===== config.mk =====
export PLATFORM = sky130hd
export DESIGN_NAME = fft_bfly_ctrl_flat
export DESIGN_NICKNAME = d
export VERILOG_FILES = /design/src/rtl/fft_bfly_ctrl_if.sv /design/src/rtl/fft_bfly_ctrl.sv /design/src/flat_wrapper.sv
export SDC_FILE = /design/constraint.sdc
export NUM_CORES = 1
export LEC_CHECK = 0
export CAP_MARGIN = 5
export CORE_MARGIN = 2
export CORE_UTILIZATION = 30
export DETAILED_ROUTE_END_ITERATION = 10
export PLACE_DENSITY = 0.51
export SYNTH_ARGS = -nofsm -noshare
export SYNTH_HDL_FRONTEND = slang
export SYNTH_SLANG_ARGS = --single-unit

===== constraint.sdc =====
create_clock -name clk -period 6.3 [get_ports clk]
set_input_delay 1.89 -clock clk [delete_from_list [all_inputs] [get_ports clk]]
set_output_delay 1.89 -clock clk [all_outputs]
set_load 0.02 [all_outputs]

===== src/rtl/fft_bfly_ctrl_if.sv =====
`default_nettype none
// ============================================================================
//  Module      : fft_bfly_ctrl_if
//  Description : Operand-in / result-out handshake bundle for fft_bfly_ctrl.
//                Signal suffixes give the direction as seen by the controller.
//  Revision    : 1.0  initial release
// ============================================================================
interface fft_bfly_ctrl_if;
   // operand side
   logic        in_valid_i;
   logic        in_ready_o;
   logic [15:0] a_re_i;
   logic [15:0] a_im_i;
   logic [15:0] b_re_i;
   logic [15:0] b_im_i;
   logic [15:0] w_re_i;
   logic [15:0] w_im_i;
   logic        abort_i;
   // result side
   logic        out_valid_o;
   logic        out_ready_i;
   logic [15:0] x_re_o;
   logic [15:0] x_im_o;
   logic [15:0] y_re_o;
   logic [15:0] y_im_o;
   logic        busy_o;

   // Producer/consumer of butterflies (stage address/memory logic)
   modport master (
      output in_valid_i, a_re_i, a_im_i, b_re_i, b_im_i, w_re_i, w_im_i,
             abort_i, out_ready_i,
      input  in_ready_o, out_valid_o, x_re_o, x_im_o, y_re_o, y_im_o, busy_o
   );

   // The butterfly controller itself
   modport slave (
      input  in_valid_i, a_re_i, a_im_i, b_re_i, b_im_i, w_re_i, w_im_i,
             abort_i, out_ready_i,
      output in_ready_o, out_valid_o, x_re_o, x_im_o, y_re_o, y_im_o, busy_o
   );
endinterface
`default_nettype wire


===== src/rtl/fft_bfly_ctrl.sv =====
`default_nettype none
// ============================================================================
//  Module      : fft_bfly_ctrl
//  Description : Sequences one shared combinational fft_alu through a complex
//                radix-2 DIT butterfly X = A + W*B, Y = A - W*B in 10 steps.
//  Revision    : 1.0  initial release
// ============================================================================
`ifndef ALUMODE_IDLE
`define ALUMODE_IDLE    5'd0
`define ALUMODE_ADD_B   5'd1
`define ALUMODE_SUB_B   5'd2
`define ALUMODE_MULT_B  5'd3
`define ALUMODE_A_ADD_C 5'd4
`endif

module fft_bfly_ctrl #(
   parameter int unsigned SCALE     = 1,  // 1: X/Y = res[16:1]; 0: X/Y = sat16(res)
   parameter int unsigned ROUND_MUL = 0   // 1: round products; 0: truncate
) (
   input  wire logic        clk,
   input  wire logic        rst,          // asynchronous, active-low
   fft_bfly_ctrl_if.slave   bus,
   output logic [15:0]      alu_op_a_o,
   output logic [15:0]      alu_op_b_o,
   output logic [15:0]      alu_op_c_o,
   output logic [4:0]       alu_mode_o,
   input  wire logic [31:0] alu_res_i
);

   typedef enum logic [1:0] {
      ST_IDLE = 2'd0,
      ST_RUN  = 2'd1,
      ST_DONE = 2'd2
   } state_t;

   localparam logic [3:0] LAST_STEP = 4'd9;

   state_t      state_q, state_d;
   logic [3:0]  step_q, step_d;

   logic [15:0] a_re_q, a_im_q, b_re_q, b_im_q, w_re_q, w_im_q;
   logic [15:0] t0_q, t1_q, t2_q, t3_q, tr_q, ti_q;
   logic [15:0] xr_q, yr_q, xi_q, yi_q;          // finished results, not yet presented
   logic [15:0] x_re_q, x_im_q, y_re_q, y_im_q;  // presented results
   logic        out_valid_q;

   logic [4:0]  mode_c;
   logic [15:0] op_a_c, op_b_c, op_c_c;
   logic        accept;

   logic signed [32:0] res_ext;
   logic signed [32:0] prod_shift;
   logic [15:0]        prod_sat;
   logic [15:0]        res_sat;
   logic [15:0]        res_fin;

   function automatic logic [15:0] sat16(input logic signed [32:0] v);
      logic [15:0] r;
      if (v > 33'sd32767)       r = 16'h7FFF;
      else if (v < -33'sd32768) r = 16'h8000;
      else                      r = v[15:0];
      return r;
   endfunction

   // Abort in IDLE blocks a simultaneous accept
   assign accept = (state_q == ST_IDLE) && bus.in_valid_i && !bus.abort_i;

   // One extra bit keeps the rounding add free of overflow
   assign res_ext    = $signed({alu_res_i[31], alu_res_i});
   assign prod_shift = (res_ext + ((ROUND_MUL != 0) ? 33'sd16384 : 33'sd0)) >>> 15;
   assign prod_sat   = sat16(prod_shift);
   assign res_sat    = sat16(res_ext);
   assign res_fin    = (SCALE != 0) ? alu_res_i[16:1] : res_sat;

   // State and step register
   always_ff @(posedge clk or negedge rst) begin
      if (!rst) begin
         state_q <= ST_IDLE;
         step_q  <= 4'd0;
      end else begin
         state_q <= state_d;
         step_q  <= step_d;
      end
   end

   // Next state and per-step ALU operand/mode decode
   always_comb begin
      state_d = state_q;
      step_d  = step_q;
      mode_c  = `ALUMODE_IDLE;
      op_a_c  = 16'h0000;
      op_b_c  = 16'h0000;
      op_c_c  = 16'h0000;
      case (state_q)
         ST_IDLE: begin
            if (accept) begin
               state_d = ST_RUN;
               step_d  = 4'd0;
            end
         end
         ST_RUN: begin
            case (step_q)
               4'd0: begin mode_c = `ALUMODE_MULT_B;  op_a_c = b_re_q; op_b_c = w_re_q; end
               4'd1: begin mode_c = `ALUMODE_MULT_B;  op_a_c = b_im_q; op_b_c = w_im_q; end
               4'd2: begin mode_c = `ALUMODE_MULT_B;  op_a_c = b_re_q; op_b_c = w_im_q; end
               4'd3: begin mode_c = `ALUMODE_MULT_B;  op_a_c = b_im_q; op_b_c = w_re_q; end
               4'd4: begin mode_c = `ALUMODE_SUB_B;   op_a_c = t0_q;   op_b_c = t1_q;   end
               4'd5: begin mode_c = `ALUMODE_ADD_B;   op_a_c = t2_q;   op_b_c = t3_q;   end
               4'd6: begin mode_c = `ALUMODE_ADD_B;   op_a_c = a_re_q; op_b_c = tr_q;   end
               4'd7: begin mode_c = `ALUMODE_SUB_B;   op_a_c = a_re_q; op_b_c = tr_q;   end
               4'd8: begin mode_c = `ALUMODE_A_ADD_C; op_a_c = a_im_q; op_c_c = ti_q;   end
               4'd9: begin mode_c = `ALUMODE_SUB_B;   op_a_c = a_im_q; op_b_c = ti_q;   end
               default: mode_c = `ALUMODE_IDLE;
            endcase
            if (bus.abort_i) begin
               state_d = ST_IDLE;
               step_d  = 4'd0;
            end else if (step_q == LAST_STEP) begin
               state_d = ST_DONE;
               step_d  = 4'd0;
            end else begin
               step_d = step_q + 4'd1;
            end
         end
         ST_DONE: begin
            if (bus.abort_i || (out_valid_q && bus.out_ready_i)) begin
               state_d = ST_IDLE;
            end
         end
         default: state_d = ST_IDLE;
      endcase
   end

   // Operand capture and per-step result capture from the ALU
   always_ff @(posedge clk or negedge rst) begin
      if (!rst) begin
         a_re_q <= 16'h0; a_im_q <= 16'h0;
         b_re_q <= 16'h0; b_im_q <= 16'h0;
         w_re_q <= 16'h0; w_im_q <= 16'h0;
         t0_q   <= 16'h0; t1_q   <= 16'h0;
         t2_q   <= 16'h0; t3_q   <= 16'h0;
         tr_q   <= 16'h0; ti_q   <= 16'h0;
         xr_q   <= 16'h0; yr_q   <= 16'h0;
         xi_q   <= 16'h0; yi_q   <= 16'h0;
      end else begin
         if (accept) begin
            a_re_q <= bus.a_re_i; a_im_q <= bus.a_im_i;
            b_re_q <= bus.b_re_i; b_im_q <= bus.b_im_i;
            w_re_q <= bus.w_re_i; w_im_q <= bus.w_im_i;
         end
         if ((state_q == ST_RUN) && !bus.abort_i) begin
            case (step_q)
               4'd0: t0_q <= prod_sat;
               4'd1: t1_q <= prod_sat;
               4'd2: t2_q <= prod_sat;
               4'd3: t3_q <= prod_sat;
               4'd4: tr_q <= res_sat;
               4'd5: ti_q <= res_sat;
               4'd6: xr_q <= res_fin;
               4'd7: yr_q <= res_fin;
               4'd8: xi_q <= res_fin;
               4'd9: yi_q <= res_fin;
               default: ;
            endcase
         end
      end
   end

   // Present results one cycle into DONE; hold them until accepted or aborted
   always_ff @(posedge clk or negedge rst) begin
      if (!rst) begin
         out_valid_q <= 1'b0;
         x_re_q      <= 16'h0;
         x_im_q      <= 16'h0;
         y_re_q      <= 16'h0;
         y_im_q      <= 16'h0;
      end else if ((state_q == ST_DONE) && !bus.abort_i) begin
         if (!out_valid_q) begin
            out_valid_q <= 1'b1;
            x_re_q      <= xr_q;
            x_im_q      <= xi_q;
            y_re_q      <= yr_q;
            y_im_q      <= yi_q;
         end else if (bus.out_ready_i) begin
            out_valid_q <= 1'b0;
         end
      end else begin
         out_valid_q <= 1'b0;
      end
   end

   assign bus.in_ready_o  = (state_q == ST_IDLE) && rst;
   assign bus.out_valid_o = out_valid_q;
   assign bus.busy_o      = (state_q != ST_IDLE);
   assign bus.x_re_o      = x_re_q;
   assign bus.x_im_o      = x_im_q;
   assign bus.y_re_o      = y_re_q;
   assign bus.y_im_o      = y_im_q;

   assign alu_mode_o = mode_c;
   assign alu_op_a_o = op_a_c;
   assign alu_op_b_o = op_b_c;
   assign alu_op_c_o = op_c_c;

endmodule
`default_nettype wire


===== src/flat_wrapper.sv =====
// flat-port wrapper written by rule: the top's interface ports become plain ports
module fft_bfly_ctrl_flat 
#(
   parameter int unsigned SCALE     = 1,                                            
   parameter int unsigned ROUND_MUL = 0                                    
)
  (clk, rst, alu_op_a_o, alu_op_b_o, alu_op_c_o, alu_mode_o, alu_res_i, bus_in_valid_i, bus_a_re_i, bus_a_im_i, bus_b_re_i, bus_b_im_i, bus_w_re_i, bus_w_im_i, bus_abort_i, bus_out_ready_i, bus_in_ready_o, bus_out_valid_o, bus_x_re_o, bus_x_im_o, bus_y_re_o, bus_y_im_o, bus_busy_o);
  fft_bfly_ctrl_if bus_i ();
  input  wire logic clk;
  input  wire logic rst;
  output logic [15:0] alu_op_a_o;
  output logic [15:0] alu_op_b_o;
  output logic [15:0] alu_op_c_o;
  output logic [4:0] alu_mode_o;
  input  wire logic [31:0] alu_res_i;
  input wire logic [$bits(bus_i.in_valid_i)-1:0] bus_in_valid_i;
  input wire logic [$bits(bus_i.a_re_i)-1:0] bus_a_re_i;
  input wire logic [$bits(bus_i.a_im_i)-1:0] bus_a_im_i;
  input wire logic [$bits(bus_i.b_re_i)-1:0] bus_b_re_i;
  input wire logic [$bits(bus_i.b_im_i)-1:0] bus_b_im_i;
  input wire logic [$bits(bus_i.w_re_i)-1:0] bus_w_re_i;
  input wire logic [$bits(bus_i.w_im_i)-1:0] bus_w_im_i;
  input wire logic [$bits(bus_i.abort_i)-1:0] bus_abort_i;
  input wire logic [$bits(bus_i.out_ready_i)-1:0] bus_out_ready_i;
  output wire logic [$bits(bus_i.in_ready_o)-1:0] bus_in_ready_o;
  output wire logic [$bits(bus_i.out_valid_o)-1:0] bus_out_valid_o;
  output wire logic [$bits(bus_i.x_re_o)-1:0] bus_x_re_o;
  output wire logic [$bits(bus_i.x_im_o)-1:0] bus_x_im_o;
  output wire logic [$bits(bus_i.y_re_o)-1:0] bus_y_re_o;
  output wire logic [$bits(bus_i.y_im_o)-1:0] bus_y_im_o;
  output wire logic [$bits(bus_i.busy_o)-1:0] bus_busy_o;
  assign bus_i.in_valid_i = bus_in_valid_i;
  assign bus_i.a_re_i = bus_a_re_i;
  assign bus_i.a_im_i = bus_a_im_i;
  assign bus_i.b_re_i = bus_b_re_i;
  assign bus_i.b_im_i = bus_b_im_i;
  assign bus_i.w_re_i = bus_w_re_i;
  assign bus_i.w_im_i = bus_w_im_i;
  assign bus_i.abort_i = bus_abort_i;
  assign bus_i.out_ready_i = bus_out_ready_i;
  assign bus_in_ready_o = bus_i.in_ready_o;
  assign bus_out_valid_o = bus_i.out_valid_o;
  assign bus_x_re_o = bus_i.x_re_o;
  assign bus_x_im_o = bus_i.x_im_o;
  assign bus_y_re_o = bus_i.y_re_o;
  assign bus_y_im_o = bus_i.y_im_o;
  assign bus_busy_o = bus_i.busy_o;
  fft_bfly_ctrl #(.SCALE(SCALE), .ROUND_MUL(ROUND_MUL)) u_core (.clk(clk), .rst(rst), .bus(bus_i), .alu_op_a_o(alu_op_a_o), .alu_op_b_o(alu_op_b_o), .alu_op_c_o(alu_op_c_o), .alu_mode_o(alu_mode_o), .alu_res_i(alu_res_i));
endmodule

# Word level (Yosys, flattened, before mapping)
# Cells that the tools add are included.
dict set report word_totals {
  register_bits 327
  inputBits 133
  output_inout_bits 120
  elab_cells 101
}
dict set report classes {
  add_sub_neg 1
  order_cmp 4
  eq_ne 14
  muxes 24
  bitwise_logic 1
  n_reduce_logical 34
}
# op n
set op_table {}
lappend op_table {{16-bit one-hot mux with 6 select lines} 2}
lappend op_table {{16-bit two-way mux} 8}
lappend op_table {{32-bit by 16-bit greater-than comparator with 1-bit output, second input constant} 1}
lappend op_table {{32-bit by 16-bit less-than comparator with 1-bit output, second input constant} 1}
lappend op_table {{2-bit AND reduction} 12}
lappend op_table {{17-bit by 16-bit greater-than comparator with 1-bit output, second input constant} 1}
lappend op_table {{17-bit by 16-bit less-than comparator with 1-bit output, second input constant} 1}
lappend op_table {{4-bit by 3-bit == test with 1-bit output, second input constant} 4}
lappend op_table {{2-bit OR reduction} 7}
lappend op_table {{4-bit two-way mux} 3}
lappend op_table {{3-bit one-hot mux with 4 select lines} 1}
lappend op_table {{4-bit by 2-bit == test with 1-bit output, second input constant} 2}
lappend op_table {{4-bit == test, second input constant} 2}
lappend op_table {{2-bit two-way mux} 4}
lappend op_table {{4-bit one-hot mux with 2 select lines} 1}
lappend op_table {{1-bit logical AND} 6}
lappend op_table {{2-bit one-hot mux with 3 select lines} 1}
lappend op_table {{5-bit two-way mux} 1}
lappend op_table {{4-bit by 1-bit adder with 4-bit output, second input constant} 1}
lappend op_table {{4-bit by 1-bit == test with 1-bit output, second input constant} 1}
lappend op_table {{4-bit zero test} 1}
lappend op_table {{2-bit by 1-bit != test with 1-bit output, second input constant} 2}
lappend op_table {{2-bit nonzero test} 2}
lappend op_table {{4-bit OR reduction} 1}
lappend op_table {{other kinds (10)} 12}

# Logic depth before layout (Yosys ltp)
dict set report logic_depth {
  ltp_word 5
  depth_mapped 8
  depth_no_buf 4
}

# Worst setup path before layout
# Ideal clock, no wire load.
dict set report synth_timing {
  kind {input port to output port}
  from {input rst}
  to {output bus_in_ready_o}
  arrival_ns 2.204
  t_required_ns 4.410
  path_slack_ns 2.206
  cell_stages 2
  path_buffers 0
  cell_sequence {inv_1 > nor2_1}
}
dict set report synth_between {
  elab_chain_cells 1
}
# element line
set synth_rtl {}
lappend synth_rtl {{from (decl)} flat_wrapper.sv:10} ;# input wire logic rst;
lappend synth_rtl {{1-bit logical AND} fft_bfly_ctrl.sv:192} ;# assign bus.in_ready_o = (state_q == ST_IDLE) && rst;
lappend synth_rtl {{to (decl)} flat_wrapper.sv:25} ;# output wire logic [$bits(bus_i.in_ready_o)-1:0] bus_in_ready_o;
# Every way passes these cells.

# Worst setup path after layout
dict set report layout_timing {
  from {register u_core.step_q[3]}
  to {output alu_op_b_o[11]}
}
dict set report layout_between {
  elab_chain_cells 4
  elab_cells_between_ends 14
  classes_between {8 x eq/ne; 2 x mux; 4 x reduce/logical}
}
# element line
set layout_rtl {}
lappend layout_rtl {{from (decl)} fft_bfly_ctrl.sv:39} ;# logic [3:0] step_q, step_d;
lappend layout_rtl {{from (signal assigned)} fft_bfly_ctrl.sv:82} ;# step_q <= step_d;
lappend layout_rtl {{4-bit by 3-bit == test with 1-bit output (tied with other cells)} fft_bfly_ctrl.sv:102} ;# case (step_q)
lappend layout_rtl {{2-bit OR reduction (no source line)} n/a}
lappend layout_rtl {{16-bit one-hot mux with 6 select lines (*)} fft_bfly_ctrl.sv:102}
lappend layout_rtl {{16-bit two-way mux (*)} fft_bfly_ctrl.sv:94} ;# case (state_q)
lappend layout_rtl {{to (decl)} flat_wrapper.sv:12} ;# output logic [15:0] alu_op_b_o;
# Every way passes the cells marked *; elsewhere a longest branch is shown, timed or not.

==> metrics.txt <==
hpwl dp=30.4 mm; nets@finish=1435; power per cell area=a little over 300 nW/µm²; vias in the first global route=10100; Yosys Warn Count=0; final number of hold-violating endpoints=0; number of synthesized flops with an enable pin=0; critical path type=reg2out; hold depth=2; fmax=about 0.18 GHz; Max VDD drop=around 200 µV; Worst Max-Slew Pin Slew=1110 ps; Top Family by Delay on Critical Path=simple AND/OR/NAND/NOR gates; Pins Over Slew Limit=0; Min-Delay Path Class=reg2reg; gr usage total=0.184; CP Cell Sequence=or2_0 > nor2_2 > buf_4 > a22oi_1 > a31oi_1 > clkdlybuf4s50_1; post-synthesis async set-or-reset flop share=1.00; Post-CTS Resized=0; clock buffer depth=3; 1st-pass router iterations=6; fin crit share=0.882; first-pass GRT wire length=65.4 mm; Final setup viols=0; grt total ovfl=0; worst endpoint data arrival time=3660 ps; Clock Skews=18.7 ps; CTS buffer count=39; RSZ-0062 raised after global routing=false; syn_area_per_cell=13.1 µm²; max incr delay on CP=700 ps; area delta synth->final=31.1%; I/O pins=~250; Worst EP required=about 4400 ps; num rows=79; Post-CTS Setup Bufs=0; initial DRC count=704; post-synthesis cell area=14000 µm²; commonest cells after routing, fill and taps aside=dfrtp_1, clkdlybuf4s50_1, mux2_2; Final ANT Viol Nets=0; Avg Vias per Cell=4.96; CTS tree=done; CP Max Fanout=20; cells after synthesis=1065; antenna cells=0; Port Buf Inserts=250; top_reg_cell synth=dfrtp_1; Die Footprint=~48000 µm²; CP max stage cell=clkdlybuf4s50_1; via count=~9600; H-Tree Depth=2; Buf/Inv on CP=2; initial antenna violation count=6; Die Span Y=220 µm; Max-slew headroom=0.260; final wirelength=44.3 mm; register bit total from synthesis=327; most common cell after layout, fill and taps aside=dfrtp_1; Worst-path clk slew=about 60 ps; sequential share of the synthesized area=0.585; Tot Pwr=5.71 mW; Die W=around 220 µm; crit start category=flip-flop; Final Critical Period=between 5000 and 6000 ps; Starting Density=0.302; fill cell count=4481; Worst path depth=6; Post-route DRC=0; largest net degree at the start of global routing=149; Core ar.=46300 µm²; WL/cell=22.8 µm; Setup TNS Final=0 ps; Clock Sinks=327; Worst Setup End Kind=primary output; status=completed; layout cells sized above 1=0.259; global placer's final weighted congestion=0.785; FF-to-FF path depth=4; Clock Tree Root=clkbuf_16; Pleak=7.98 nW; worst-skew pair later-pin latency=560 ps; number of distinct library cells after synthesis=56; maxcap violations=0; CTS Hold Bufs=0
==> metrics by stage <==
step | area [µm²] | setup slack [ps] | cells | utilization | hold slack [ps]
after floorplan | 14000 | 2210 | 1066 | - | 449
final | 18300 | 746 | 1940 | 0.396 | 480
after global placement | 17000 | 1290 | 1868 | 0.368 | 460
after global routing | 18300 | 556 | 1940 | 0.396 | 498
after CTS | 18300 | 716 | 1940 | 0.396 | 484
after detailed placement | 17000 | 1300 | 1868 | 0.368 | 471
==> cell usage after synthesis, types with 3 or more instances <==
cell type	instances	area (µm²)
o21ai_1	13	65.1
buf_6	9	101
clkbuf_1	17	63.8
a21oi_1	36	180
buf_4	15	113
nand4_1	4	25.0
dfrtp_1	327	8180
mux2_1	20	225
a221oi_1	7	61.3
nand2_1	80	300
nor2_1	28	105
a32o_1	3	30.0
nand3_1	3	15.0
and2_1	17	106
inv_1	3	11.3
a22o_1	17	149
a222oi_1	15	150
maj3_1	6	60.1
a22oi_1	41	308
a32oi_1	6	52.6
nor2b_1	8	50.1
nand3_2	6	60.1
mux2_2	228	2570
buf_2	29	145
nor4_1	4	25.0
a31oi_1	10	62.6
or2_2	6	37.5
o21ai_0	64	320
buf_1	3	11.3
nor3b_4	3	56.3
mux2i_1	7	70.1
==> report_power, final <==
| part | leakage, nW | switching, mW | internal [mW] | total [mW] |
|---|---|---|---|---|
| Sequential | 4.29 | 0.185 | 2.40 | 2.58 |
| Combinational | 3.04 | 0.420 | 0.415 | 0.834 |
| Clock | 0.654 | 0.916 | 1.38 | 2.30 |
| Total | 7.98 | 1.52 | 4.19 | 5.71 |
==> area by class of cell <==
class	instances	area, µm²	area share
clock buffer	60	1190	0.0647
clock inverter	12	129	0.00703
inverter	4	15.0	0.000819
multi-input combinational	661	5390	0.294
sequential	327	8180	0.446
tap	607	759	0.0414
timing repair buffer	269	2680	0.146
==> worst register-to-register path, stage by stage, from the launching register on <==
cell and delay, ps:
dfrtp_1 860, nor2b_2 780, buf_4 300, nand3_2 460, mux2_2 480
==> logic make-up after synthesis <==
logic type,share of synthesized area
flip-flops,0.585
multiplexers,0.206
AO/OA/AOI/OAI,0.102
AND/OR/NAND/NOR,0.0690
buffers and inverters,0.0325
adder cells (fa/ha/maj),0.00429
XOR/XNOR,0.00125
other,0.000268
==> path summary, 6_finish.rpt <==
check	start	endpoint	slack, ps
worst max register to register	u_core.step_q[0]	u_core.yi_q[0]	3320
worst max-delay path	u_core.step_q[3]	alu_op_b_o[11]	750
min in group asynchronous	rst	u_core.b_im_q[1]	1230
max in group asynchronous	rst	u_core.bus.x_re_o[3]	3010
worst min-delay path	u_core.t2_q[1]	u_core.t2_q[1]	480
worst min register to register	u_core.t2_q[1]	u_core.t2_q[1]	480
==> metal layers <==
layer / GRT usage / share of wire / up-vias
met3: 0.0569 / 0.080 / 69
met2: 0.285 / 0.45 / 308
met5: 0 / 0.0018 / -
li1: - / - / 4342
met4: 0.0537 / 0.022 / 12
met1: 0.247 / 0.44 / 4886
Note: power is estimated with default switching activity, not from simulation.
